`src/rtl/axi_lite_cmd_arbiter.sv`:
```
// Round-robin arbiter sharing one AXI4-Lite master command port between NUM_REQ requesters.
// The winner's fields are latched at grant; start is held until done, then released before the next grant.
//
// state   | meaning
// IDLE    | no transaction; pick the next requester round-robin from last+1
// ISSUE   | m_start high with latched command; wait for m_done
// RELEASE | m_start low; wait for m_done to drop before a new grant
module axi_lite_cmd_arbiter #(
    parameter int NUM_REQ = 4,
    parameter int ADDR_W  = 32,
    parameter int DATA_W  = 32,
    parameter int ID_W    = (NUM_REQ > 1) ? $clog2(NUM_REQ) : 1
) (
    input  logic                      clk,
    input  logic                      rst,
    input  logic [NUM_REQ-1:0]        req_valid,
    input  logic [NUM_REQ-1:0]        req_we,
    input  logic [NUM_REQ*ADDR_W-1:0] req_addr,
    input  logic [NUM_REQ*DATA_W-1:0] req_wdata,
    output logic [NUM_REQ-1:0]        req_ack,
    output logic [DATA_W-1:0]         req_rdata,
    output logic [ID_W-1:0]           gnt_id,
    output logic                      busy,
    output logic                      m_start,
    output logic                      m_we,
    output logic [ADDR_W-1:0]         m_addr,
    output logic [DATA_W-1:0]         m_wdata,
    input  logic [DATA_W-1:0]         m_rdata,
    input  logic                      m_done
);

    typedef enum logic [1:0] {IDLE, ISSUE, RELEASE} state_t;

    state_t               state_q, state_d;
    logic [ID_W-1:0]      last_q, last_d;
    logic [ID_W-1:0]      gnt_id_q, gnt_id_d;
    logic                 m_start_q, m_start_d;
    logic                 m_we_q, m_we_d;
    logic [ADDR_W-1:0]    m_addr_q, m_addr_d;
    logic [DATA_W-1:0]    m_wdata_q, m_wdata_d;
    logic [NUM_REQ-1:0]   req_ack_q, req_ack_d;
    logic [DATA_W-1:0]    req_rdata_q, req_rdata_d;

    logic                 found;
    int                   sel_i;
    logic [NUM_REQ-1:0]   rv_sh;
    logic [NUM_REQ-1:0]   we_sh;

    // Round-robin search: first set request starting at last+1, wrapping.
    always_comb begin
        found = 1'b0;
        sel_i = 0;
        rv_sh = '0;
        for (int i = 1; i <= NUM_REQ; i++) begin
            int idx;
            idx = int'(last_q) + i;
            if (idx >= NUM_REQ) idx = idx - NUM_REQ;
            rv_sh = req_valid >> idx;
            if (!found && rv_sh[0]) begin
                found = 1'b1;
                sel_i = idx;
            end
        end
        we_sh = req_we >> sel_i;
    end

    always_comb begin
        state_d     = state_q;
        last_d      = last_q;
        gnt_id_d    = gnt_id_q;
        m_start_d   = m_start_q;
        m_we_d      = m_we_q;
        m_addr_d    = m_addr_q;
        m_wdata_d   = m_wdata_q;
        req_ack_d   = '0;
        req_rdata_d = req_rdata_q;
        case (state_q)
            IDLE: begin
                if (found) begin
                    gnt_id_d  = ID_W'(sel_i);
                    last_d    = ID_W'(sel_i);
                    m_we_d    = we_sh[0];
                    m_addr_d  = ADDR_W'(req_addr >> (sel_i * ADDR_W));
                    m_wdata_d = DATA_W'(req_wdata >> (sel_i * DATA_W));
                    m_start_d = 1'b1;
                    state_d   = ISSUE;
                end
            end
            ISSUE: begin
                if (m_done) begin
                    req_ack_d = NUM_REQ'(1) << gnt_id_q;
                    if (!m_we_q) req_rdata_d = m_rdata;
                    m_start_d = 1'b0;
                    state_d   = RELEASE;
                end
            end
            RELEASE: begin
                if (!m_done) state_d = IDLE;
            end
            default: begin
                state_d   = IDLE;
                m_start_d = 1'b0;
            end
        endcase
    end

    always_ff @(posedge clk or posedge rst) begin
        if (rst) begin
            state_q     <= IDLE;
            last_q      <= ID_W'(NUM_REQ - 1);
            gnt_id_q    <= '0;
            m_start_q   <= 1'b0;
            m_we_q      <= 1'b0;
            m_addr_q    <= '0;
            m_wdata_q   <= '0;
            req_ack_q   <= '0;
            req_rdata_q <= '0;
        end else begin
            state_q     <= state_d;
            last_q      <= last_d;
            gnt_id_q    <= gnt_id_d;
            m_start_q   <= m_start_d;
            m_we_q      <= m_we_d;
            m_addr_q    <= m_addr_d;
            m_wdata_q   <= m_wdata_d;
            req_ack_q   <= req_ack_d;
            req_rdata_q <= req_rdata_d;
        end
    end

    assign req_ack   = req_ack_q;
    assign req_rdata = req_rdata_q;
    assign gnt_id    = gnt_id_q;
    assign busy      = (state_q != IDLE);
    assign m_start   = m_start_q;
    assign m_we      = m_we_q;
    assign m_addr    = m_addr_q;
    assign m_wdata   = m_wdata_q;

endmodule

```
`config.mk`:
```
export PLATFORM = sky130hd
export DESIGN_NAME = axi_lite_cmd_arbiter
export DESIGN_NICKNAME = d
export VERILOG_FILES = /design/src/rtl/axi_lite_cmd_arbiter.sv
export SDC_FILE = /design/constraint.sdc
export NUM_CORES = 1
export LEC_CHECK = 0
export CAP_MARGIN = 20
export CORE_AREA = 3 3 156 158
export DETAILED_ROUTE_END_ITERATION = 10
export DIE_AREA = 0 0 159 161
export DONT_BUFFER_PORTS = 1
export PLACE_DENSITY_LB_ADDON = 0.05
export SYNTH_ARGS = -nofsm -noshare
export SYNTH_HDL_FRONTEND = slang
export SYNTH_SLANG_ARGS = --single-unit
```
`constraint.sdc`:
```
create_clock -name clk -period 6.2 [get_ports clk]
set_input_delay 0.62 -clock clk [delete_from_list [all_inputs] [get_ports clk]]
set_output_delay 0.62 -clock clk [all_outputs]
set_load 0.005 [all_outputs]
```
After elaboration in Yosys (flattened, before gate mapping)
Index checks and enable logic that the tools add are counted.

storage, ports and cells
  input bits = 299
  register bits after elaboration = 108
  output and inout port bits = 105
  word-level logic and storage cells = 69

operators by class
  muxes and demuxes = 21
  reductions and logical operators = 12
  order comparisons = 4
  bitwise gates (word level) = 2
  $add $sub $neg = 8
  eq/ne operators = 5
  shifts and indexed selects = 8

operator list
  operator               number
  $mux W32               8
  $shr A128 B32 Y32      2
  $shr A4 B32 Y1         5
  $sub A3 B3 Y4 const B  3
  $ge A3 B3 Y1 const B   3
  $reduce_and A3 Y1      3
  $mux W4                2
  $add A2 B2 Y3 const B  2
  $mux W1                6
  $mux W2                3
  $ne A2 B2 Y1 const B   3
  $pmux W2 S3            1
  $sub A4 B3 Y5 const B  1
  $add A2 B3 Y4 const B  1
  $ge A4 B3 Y1 const B   1
  $shl A1 B2 Y4 const A  1
  $add A2 B1 Y3 const B  1
  $logic_and A1 B1 Y1    3
  $logic_not A1 Y1       3
  $pmux W1 S3            1
  $eq A2 B1 Y1 const B   1
  $eq A2 B2 Y1 const B   1
  $logic_not A2 Y1       1
  $not A1 Y1             2
  other kinds (2)        2

Depth between registers and ports, before layout
  depth in word-level cells = 16
  mapped depth = 15
  gate-level depth less buffers = 9

Least setup slack after synthesis
OpenSTA, ideal clock, no wires.

  kind = flip-flop to flip-flop
  start = reg last_q[0]
  end = reg m_wdata_q[3] (netlist: m_wdata[3])
  arrival time = 3198 ps
  stages on the path, launching flop included = 15
  period minus slack after synthesis = 3324 ps
  required time = 6074 ps
  buffers on the path = 6
  setup slack = 2876 ps
  setup time = 126 ps
  path through = dfstp_2 > buf_4 > buf_2 > inv_1 > ha_1 > or3_4 > and4b_1 > buf_4 > and3_1 > buf_2 > buf_6 > buf_6 > a311oi_1 > o21ai_1 > a221o_1

between the ends
  word-level cells in the longest chain between the ends = 15
  elaborated cells between the ends (all ways) = 36
  classes of those cells = add/sub (8); order compare (4); shift (5); mux (12); reduce/logical (7)

ends and longest elaborated chain
  element                                                        RTL line  RTL
  start, declared                                                35        logic [ID_W-1:0] last_q, last_d;
  start signal, assigned                                         110       last_q <= ID_W'(NUM_REQ - 1);
  start signal, assigned                                         120       last_q <= last_d;
  $add A2 B1 Y3                                                  56        idx = int'(last_q) + i;
  $sub A3 B3 Y4 / $ge A3 B3 Y1 (equally long branches)           57        if (idx >= NUM_REQ) idx = idx - NUM_REQ;
  $mux W32                                                       57
  $shr A4 B32 Y1                                                 58        rv_sh = req_valid >> idx;
  $mux W1                                                        59        if (!found && rv_sh[0]) begin
  $logic_not A1 Y1                                               59
  $logic_and A1 B1 Y1                                            59
  $mux W1                                                        59
  $logic_not A1 Y1                                               59
  $logic_and A1 B1 Y1                                            59
  $mux W1                                                        59
  $logic_not A1 Y1                                               59
  $logic_and A1 B1 Y1                                            59
  $mux W32 / $mux W1 (equally long branches)                     59
  $shr A128 B32 Y32 / $reduce_and A2 Y1 (equally long branches)  --
  end signal, assigned                                           125       m_wdata_q <= m_wdata_d;
  end, declared                                                  40        logic [DATA_W-1:0] m_wdata_q, m_wdata_d;

Parallel ways exist; a longest one is shown, timed or not.
A chain may end at the register's enable or synchronous reset.

Final worst setup path
  start = reg last_q[0]
  end = reg m_addr_q[16] (netlist: m_addr[16])

between the ends
  word-level cells in the longest chain between the ends = 15
  elaborated cells between the ends (all ways) = 36
  classes of those cells = add/sub (8); order compare (4); shift (5); mux (12); reduce/logical (7)

ends and longest elaborated chain
  element                                                        RTL line  RTL
  $add A2 B1 Y3                                                  56
  $sub A3 B3 Y4 / $ge A3 B3 Y1 (equally long branches)           57
  $mux W32                                                       57
  $shr A4 B32 Y1                                                 58
  $mux W1                                                        59
  $logic_not A1 Y1                                               59
  $logic_and A1 B1 Y1                                            59
  $mux W1                                                        59
  $logic_not A1 Y1                                               59
  $logic_and A1 B1 Y1                                            59
  $mux W1                                                        59
  $logic_not A1 Y1                                               59
  $logic_and A1 B1 Y1                                            59
  $mux W32 / $mux W1 (equally long branches)                     59
  $shr A128 B32 Y32 / $reduce_and A2 Y1 (equally long branches)  --
  end signal, assigned                                           124       m_addr_q <= m_addr_d;
  end, declared                                                  39        logic [ADDR_W-1:0] m_addr_q, m_addr_d;

Parallel ways exist; a longest one is shown, timed or not.

==> summary.txt <==
Clocking
  • Cell at the root of the clock tree: clkbuf_16
  • Worst-path clk slew: 90 ps
  • Clock H-tree levels: 3
  • Largest buffer count on any clock path: 2
  • CTS tree: built
  • Number of setup buffers added after CTS: 0
  • Skew-Pair Late Insertion Delay: 370 ps
  • Post-CTS resize count: 0
  • Sinks on Clock Net: 108
  • Clock buffer count from CTS: 9
  • Hold-fix buffers at CTS: 0

Worst setup path
  • Critical Path Fanout Max: 243
  • Worst EP arrival: 4980 ps
  • Required arrival time at the worst endpoint: 6510 ps
  • Launching element type of the critical path: flop
  • Setup crit end kind: flop
  • Critical setup path kind: reg -> reg

Placement
  • Final estimated routing congestion in global placement: 0.870
  • Number of input and output port buffers inserted: 0
  • Cell area after placement: 0.00991 mm²
  • Placed Cells: 1333
  • Total half-perimeter wirelength after legalization and detailed placement: 24400 µm

Yosys
  • Post-synth EDFFs: 0
  • Total number of yosys warnings: 0
  • Synth async-reset ratio: 100%
  • Post-synth net total: 1470
  • Top cells by area, synth: dfrtp_1 27%, o22ai_1 16%, a221o_1 6.5%
  • Cell area after synthesis: 0.00994 mm²
  • Flip-flop and latch count after synthesis: 108
  • Largest area contributor in the netlist: dfrtp_1
  • Post-synthesis cell type count: 42
  • Post-synth top area share: 26.7%
  • Gate count of the mapped netlist: 1166
  • Most frequently used flop master after synthesis: dfrtp_1
  • Avg Synthesized Cell Area: 8.52 µm²
  • Proportion of synthesized chip area in sequential cells: 27.2%

Cells and area
  • Post-route insts no fill: 1350
  • Fill cell total of the finished layout: 2249
  • FF/Latch Area: 0.00271 mm²
  • Net count, final: 1330
  • Multi-input combinational cell area: 0.00650 mm²
  • Antenna cells: 0
  • Post-synthesis to final-layout area growth: 3.11%
  • Layout cell share with drive strength beyond 1: 9.31%
  • Post-layout instance area: 0.0102 mm²
  • Share of the core filled with cells: 44.1%

Power
  • IR drop worst, VDD: 491 µV
  • Post-layout total power: 7.97 mW
  • Leakage power summed over all cells: 3.44 nW
  • Power density cells: 778 mW/mm²

Floorplan
  • Starting utilization of the core area: 42.7%
  • Die Ht: 161 µm
  • Core Box Area: 0.0233 mm²
  • Floorplan row count: 56
  • Die Width: 159 µm
  • Die Footprint: 0.0256 mm²
  • Top-level I/O count: 404

STA
  • Max-Slew Margin vs Limit: 26.7%
  • Tightest Pin Transition: 1100 ps
  • Setup Skew: 15.8 ps
  • Setup repair after global routing missed its margin: no
  • Final count of pins violating max slew: 0
  • Final period util: 75.4%
  • Final hold violation count: 0
  • Total negative slack for setup checks: 0 ps
  • Fmax: 214 MHz
  • Final setup vio count: 0
  • Tmin final: 4680 ps

Flow run
  • Max-Cap Viols: 0

GRT
  • Global routing usage summed across all routing layers: 29.9%
  • Grt ovf: 0
  • Maximum number of pins on one net before global-route repair: 244
  • Wire length of the first global-routing pass: 61800 µm
  • Antenna violations before repair: 0
  • Via count of the first global-routing pass: 10082

Route
  • Routed via count divided by cell count: 8.02
  • Overall routed net length: 40900 µm
  • DRT iter0 DRCs: 1373
  • Drt pass-1 iters: 5
  • Routed len/inst: 30.3 µm
  • Remaining DRCs: 0
  • Via count of the routed design: 10829
  • Final antenna-violating net count: 0

Status
  • Run status: completed

Worst hold path
  • Path category of the worst min-delay check: in -> async
cell usage in the layout, fill, tap and decap left out, drive strengths merged, types with 3 or more instances in the layout:
cell    netlist  final
mux2i         4      4
nor2          6      6
nand2b       67     67
a211oi       65     65
o21ai        67     67
nor3          5      5
or2           3      3
a311oi       65     65
o22ai       262    262
clkbuf      138      9
buf          38     25
mux2         36     36
a21oi         3      3
inv           5      9
and3         67     67
nand2         5      5
a221o        65     65
ha            5      5
a221oi       65     65
o221ai       65     65
clkinv        1      4
dfrtp       106    106
state kept, by name, summed over array words and instances, names as in the netlist:
name and cells:
req_rdata 32, last_q 2, m_start 1, gnt_id 2
m_we 1, m_addr 32, req_ack 4, m_wdata 32
state_q 2
worst max-delay path, cell delays in order (launching register included):
cell and delay (ps):
dfstp_4 780, buf_12 630, ha_1 260, nor2b_1 200, nand3b_1 300, and4b_2 520
buf_4 350, and3_4 510, buf_12 310, o22ai_1 130, a221oi_1 350, a221o_1 170
synth_stat cells, types with 36 or more instances:
library cell  number
o22ai_1          262
clkbuf_1         138
dfrtp_1          106
and3_1            67
nand2b_1          67
a211oi_1          65
a221o_1           65
a221oi_1          65
a311oi_1          65
o21ai_1           65
o221ai_1          65
mux2_2            36
report_power, final:
group | total, mW | switching (mW) | internal [mW]
logic | 5.87 | 3.65 | 2.22
clock network | 0.621 | 0.329 | 0.292
registers | 1.48 | 0.376 | 1.11
path summary, 6_finish.rpt:
path / slack (ps) / to / cells past startpoint / startpoint
worst max-delay path: 1520 / m_addr[16] / 11 / last_q[0]
worst min-delay path: 190 / req_rdata[13] / 1 / rst
worst max register to register: 1520 / m_addr[16] / 11 / last_q[0]
worst min register to register: 520 / m_start / 2 / m_start
max in group asynchronous: 4660 / m_wdata[26] / 2 / rst
min in group clk: 380 / state_q[0] / 1 / m_done
metrics by stage:
stage | setup slack (ps) | hold WS, ps
6_report | 1520 | 189
4_1_cts | 1510 | 210
5_1_grt | 1190 | 222
3_3_place_gp | 1590 | 498
2_1_floorplan | 2740 | 468
3_5_place_dp | 1510 | 509
area by class of cell:
class,instances,share of cell area (%)
multi-input cells,876,63.4
inverters,6,0.244
clock buffers,9,2.20
well taps,319,3.89
clock inverters,7,0.842
flip-flops and latches,108,26.4
repair buffers,25,3.00
logic make-up (layout without fill, tap and decap cells):
group / Yosys count / after routing / synth area share [%]
buffers and inverters: 182 / 47 / 7.98
and+or+nand+nor: 163 / 163 / 10.2
AOI/OAI and AO/OA: 667 / 667 / 49.4
adders and majority gates: 5 / 5 / 0.629
DFF: 108 / 108 / 27.2
muxes: 40 / 40 / 4.48
xor gates and xnor gates: 1 / 1 / 0.0881
routing by layer:
metal	vias to the layer above	share of wire, %	GRT usage (%)
li1	4749	-	-
met1	5310	40	38.8
met2	670	45	46.2
met3	100	11	9.54
met4	0	4.0	12.9
met5	-	0	0
(Power assumes the default switching activity.)
